`src/rtl/bu_req_arb.sv`:
```
// Bus-unit request arbiter: grants one cache channel at a time, muxes its request to the bus
// unit and routes responses back to the owner. Define BU_ARB_TIMEOUT_EN to add a BUSY watchdog.
module bu_req_arb #(
  parameter int NCH   = 2,
  parameter int PAW   = 64,
  parameter int DW    = 64,
  parameter int CW    = 11,
  parameter int RR_EN = 1,
  parameter int TMO   = 1023,
  localparam int IW   = $clog2(NCH)
) (
  input  logic               clk,
  input  logic               rst,
  input  logic [NCH-1:0]     ch_req,
  input  logic [2*NCH-1:0]   ch_op,
  input  logic [4*NCH-1:0]   ch_size,
  input  logic [PAW*NCH-1:0] ch_pa,
  input  logic [DW*NCH-1:0]  ch_wt_data,
  output logic [DW-1:0]      ch_line_data,
  output logic [CW-1:0]      ch_addr_count,
  output logic [NCH-1:0]     ch_line_write,
  output logic [NCH-1:0]     ch_entry_write,
  output logic [NCH-1:0]     ch_trans_rdy,
  output logic [NCH-1:0]     ch_bus_error,
  output logic               read_req,
  output logic               read_line_req,
  output logic               write_through_req,
  output logic               write_line_req,
  output logic [3:0]         size,
  output logic [PAW-1:0]     pa,
  output logic [DW-1:0]      wt_data,
  input  logic [DW-1:0]      line_data,
  input  logic [CW-1:0]      addr_count,
  input  logic               line_write,
  input  logic               cache_entry_write,
  input  logic               trans_rdy,
  input  logic               bus_error,
  output logic               gnt_vld,
  output logic [IW-1:0]      gnt_id
);

  typedef enum logic {IDLE, BUSY} state_t;

  state_t        state, state_nxt;
  logic [IW-1:0] rr_ptr;
  logic [IW-1:0] win_id;
  logic [IW-1:0] gnt_inc;
  logic          any_req;
  logic          found;
  logic          done;
  logic          tmo_hit;
  logic          gate;
  logic [1:0]    op;
  int            cand;

  // Winner search; with RR_EN=0 the scan always starts at channel 0.
  always_comb begin
    win_id = '0;
    found  = 1'b0;
    cand   = 0;
    for (int k = 0; k < NCH; k++) begin
      cand = (RR_EN != 0) ? int'(rr_ptr) + k : k;
      if (cand >= NCH) cand = cand - NCH;
      if (!found && ch_req[cand]) begin
        found  = 1'b1;
        win_id = IW'(cand);
      end
    end
  end

  assign any_req = |ch_req;
  assign gnt_inc = (gnt_id == IW'(NCH - 1)) ? '0 : gnt_id + 1'b1;
  assign done    = trans_rdy | bus_error | tmo_hit;

`ifdef BU_ARB_TIMEOUT_EN
  localparam int TW = $clog2(TMO + 1);
  logic [TW-1:0] wdog;

  // Cleared throughout IDLE so it starts at zero on the first BUSY cycle.
  always_ff @(posedge clk) begin
    if (rst || state == IDLE) wdog <= '0;
    else                      wdog <= wdog + 1'b1;
  end

  assign tmo_hit = (state == BUSY) && (wdog == TW'(TMO));
`else
  assign tmo_hit = 1'b0;
`endif

  always_ff @(posedge clk) begin
    if (rst) begin
      state  <= IDLE;
      gnt_id <= '0;
      rr_ptr <= '0;
    end else begin
      state <= state_nxt;
      if (state == IDLE && any_req) gnt_id <= win_id;
      if (state == BUSY && done)    rr_ptr <= gnt_inc;
    end
  end

  always_comb begin
    state_nxt = state;
    case (state)
      IDLE:    if (any_req) state_nxt = BUSY;
      BUSY:    if (done)    state_nxt = IDLE;
      default: state_nxt = IDLE;
    endcase
  end

  always_comb begin
    gnt_vld           = (state == BUSY);
    op                = ch_op[int'(gnt_id)*2 +: 2];
    gate              = gnt_vld & ch_req[gnt_id];
    read_req          = gate & (op == 2'b00);
    read_line_req     = gate & (op == 2'b01);
    write_through_req = gate & (op == 2'b10);
    write_line_req    = gate & (op == 2'b11);
    size              = ch_size[int'(gnt_id)*4 +: 4];
    pa                = ch_pa[int'(gnt_id)*PAW +: PAW];
    wt_data           = ch_wt_data[int'(gnt_id)*DW +: DW];
    ch_line_data      = line_data;
    ch_addr_count     = addr_count;
    ch_line_write     = '0;
    ch_entry_write    = '0;
    ch_trans_rdy      = '0;
    ch_bus_error      = '0;
    if (gnt_vld) begin
      ch_line_write[gnt_id]  = line_write;
      ch_entry_write[gnt_id] = cache_entry_write;
      ch_trans_rdy[gnt_id]   = trans_rdy;
      ch_bus_error[gnt_id]   = bus_error | tmo_hit;
    end
  end

endmodule

```
`config.mk`:
```
export PLATFORM = sky130hd
export DESIGN_NAME = bu_req_arb
export DESIGN_NICKNAME = d
export VERILOG_FILES = /design/src/rtl/bu_req_arb.sv
export SDC_FILE = /design/constraint.sdc
export NUM_CORES = 1
export LEC_CHECK = 0
export ABC_AREA = 1
export BUFFER_PORTS_ARGS = -buffer_cell sky130_fd_sc_hd__buf_2
export CORE_AREA = 8 8 218 220
export CTS_CLUSTER_DIAMETER = 50
export CTS_CLUSTER_SIZE = 24
export DETAILED_ROUTE_END_ITERATION = 8
export DIE_AREA = 0 0 226 228
export GPL_TIMING_DRIVEN = 0
export SLEW_MARGIN = 20
export SYNTH_ARGS = -nofsm -noshare
export SYNTH_HDL_FRONTEND = slang
export SYNTH_SLANG_ARGS = --single-unit
export TNS_END_PERCENT = 30
```
`constraint.sdc`:
```
create_clock -name clk -period 3.2 [get_ports clk]
set_clock_uncertainty 0.1 [all_clocks]
set_input_delay 0.8 -clock clk [delete_from_list [all_inputs] [get_ports clk]]
set_output_delay 0.8 -clock clk [all_outputs]
set_load 0.005 [all_outputs]
```
==> qor.csv <==
metric,value,unit
cell taking the most area after synthesis,nand2_1,
Slew Limit Fails,0,
multiplexer share of the synthesized area,0,
synthesized area,0.002582,sq mm
final setup fails,0,
HPWL Detailed,22450,um
vias in the first global route,5199,
Fin Hold WS,0.4223,ns
post-CTS setup buffers,0,
Initial Utilization,0.05891,
Syn Inst Count,556,
largest cells by area after synthesis,"nand2_1 (60%), buf_4 (26%), buf_6 (4.4%), dfxtp_1 (2.3%), inv_1 (1.9%)",
Max-Cap Viols,0,
wire length per cell,14.76,um
CP max stage delay,0.46,ns
initial DRC count,140,
Synth Area in Adders,0,
Worst Setup SP,ch_op[0],
Crit path top cell by count,buf_2,
First-pass DRT Iterations,4,
fillers,5190,
worst reg-to-reg path cell count,5,
Tot GR Track Use,0.08343,
final antenna-violating net count,0,
Synth top area share,0.5959,
Core ar.,0.04384,sq mm
post-cts gate resize count,0,
Buf/Inv on CP,3,
reg2reg end,rr_ptr$_SDFFE_PP0P_,
Clock Tree Root,clkbuf_16,
Mean Syn Cell Area,4.645,sq um
crit end category,output pin,
register area,60.06,sq um
worst setup margin,0.5115,ns
largest family of logic cells by synthesized area,simple AND/OR/NAND/NOR gates,
pre-CTS setup slack,0.5219,ns
via count,4985,
TNS Setup,0,ns
CP Launch Type,input port,
number of flops mapped to enable cells by yosys,0,
hold_buf cts,0,
CTS HTree Levels,1,
# IOs,572,
number of synthesized register bits,3,
worst endpoint required time,2.30,ns
Compound-Gate Fraction of Synth Area,0.01890,
Ys Warns,0,
Tcrit/Tclk final,0.8401,
power per standard cell area,182.7,mW/mm^2
RSZ-0062 raised after global routing,no,
"Hold Vio Cnt, Final",0,
Synth Area in Simple Gates,0.6226,
Die X,226,um
synth cell count leaders,"nand2_1 (410), buf_4 (89), inv_1 (13)",
GP Congestion,0.8928,
initial antenna violation count,1,
Worst Hold Path Cells,2,
row count,77,
worst reg2reg startpoint,gnt_vld$_SDFF_PP0_,
number of diodes,0,
"delay-heaviest family, CP",compound AO/OA/AOI/OAI gates,
Slew HR,0.6069,
pin count of the biggest net entering global routing,11,
first-pass GRT wire length,32370,um
status,"finished, final reports clean",
critical path data arrival time,1.79,ns
number of cells on the critical path,6,
Final min period,2.688,ns
most common cell in the synthesized netlist,nand2_1,
fin nets,1408,
Syn Nets,907,
clk slew on worst S/H paths,0.03,ns
crit path kind,input port to output pin,
Via density,3.025,
CP Max Fanout,3,
die footprint,0.05153,sq mm
Hold Startpoint,rr_ptr$_SDFFE_PP0P_,
clock latency on the worst-skew pair,0.22,ns
ys async rst share,0,
reg2reg setup slack,1.74,ns
DR DRC count,0,
die height,228,um
drt total wl,24330,um
worst vdd ir,147.3,uV
post-synth cell types,15,
Critical Path End,write_line_req,
register area share after synthesis,0.02326,
Area Growth Syn to Fin,127.9,%
CTS Buffer Depth,2,
Num CTS Buffers,3,
top_reg_cell synth,dfxtp_1,
fmax,372.0,MHz
Hold Crit Class,flip-flop to flip-flop,
Slowest cell on crit path,o21ai_0,
clock sinks,3,
CTS tree,done,
"Cell Chain, Critical Path","buf_2, o21ai_0, inv_1, nand2_1, nor2_1, buf_2",
fraction of final layout cells sized beyond drive strength 1,0.5758,
GR Overflow Total,0,
Multi-input gate area,0.001657,sq mm
Synth Area in XOR/XNOR,0,
Leakage,3.833,nW
I/O Buffers,496,
Worst Tran Pin Value,0.5834,ns
==> state kept, by name, summed over array words and instances, names as in the netlist <==
| register | cells |
|---|---|
| gnt_vld | 1 |
| gnt_id | 1 |
| rr_ptr | 1 |
==> worst min path at each step <==
stage                          endpoint  slack [ns]
floorplan           rr_ptr$_SDFFE_PP0P_        0.35
global placement    rr_ptr$_SDFFE_PP0P_        0.41
detailed placement  rr_ptr$_SDFFE_PP0P_        0.41
CTS                 rr_ptr$_SDFFE_PP0P_        0.42
global route        rr_ptr$_SDFFE_PP0P_        0.47
finish              rr_ptr$_SDFFE_PP0P_        0.42
==> through the flow <==
step | instances | utilization | area (sq um) | power [W]
detailed placement | 1644 | 0.1324 | 5806 | 0.0008968
CTS | 1648 | 0.1342 | 5884 | 0.001099
finish | 1648 | 0.1342 | 5884 | 0.001075
floorplan | 556 | - | 2582 | 0.0003861
global placement | 1644 | 0.1324 | 5806 | 0.0008974
global route | 1648 | 0.1342 | 5884 | 0.001172
==> placed cells by master (no fill, tap or decap), drive strengths merged <==
cell / count
a21oi: 3
buf: 601
clkbuf: 4
dfxtp: 3
inv: 14
nand2: 412
nand3: 2
nor2: 11
o21ai: 6
==> area by class of cell <==
class                   instances  area share
flip-flops and latches          3     0.01021
repair buffers                496      0.4219
inverters                      14    0.009356
multi-input cells             434      0.2815
plain buffers                 105      0.1378
clock buffers                   4     0.01340
well taps                     592      0.1259
==> kinds of logic after synthesis <==
family,Yosys count
compound gates,9
buf+inv,119
flops,3
simple gates,425
==> per-layer routing <==
layer	vias to the layer above	share of wire	global-route usage	routed length (um)
met4	2	0.033	0.02377	808
met5	-	0.00053	0	13
li1	2566	-	-	-
met2	378	0.48	0.1546	11700
met1	2005	0.38	0.08912	9137
met3	34	0.11	0.02605	2669
==> worst min-delay path, delay by kind of cell, from the launching register on <==
kind            cells  cell delay (ns)
compound gates      1             0.05
flops               1             0.34
simple gates        1             0.10
==> power by group <==
group | switching [W] | total, W | internal, W | leakage [nW]
Sequential | 0.00000442 | 0.0000452 | 0.0000408 | 0.0248
Clock | 0.0000329 | 0.000197 | 0.000164 | 0.0382
Combinational | 0.000417 | 0.000833 | 0.000416 | 3.77
Note: power is estimated with default switching activity, not from simulation.
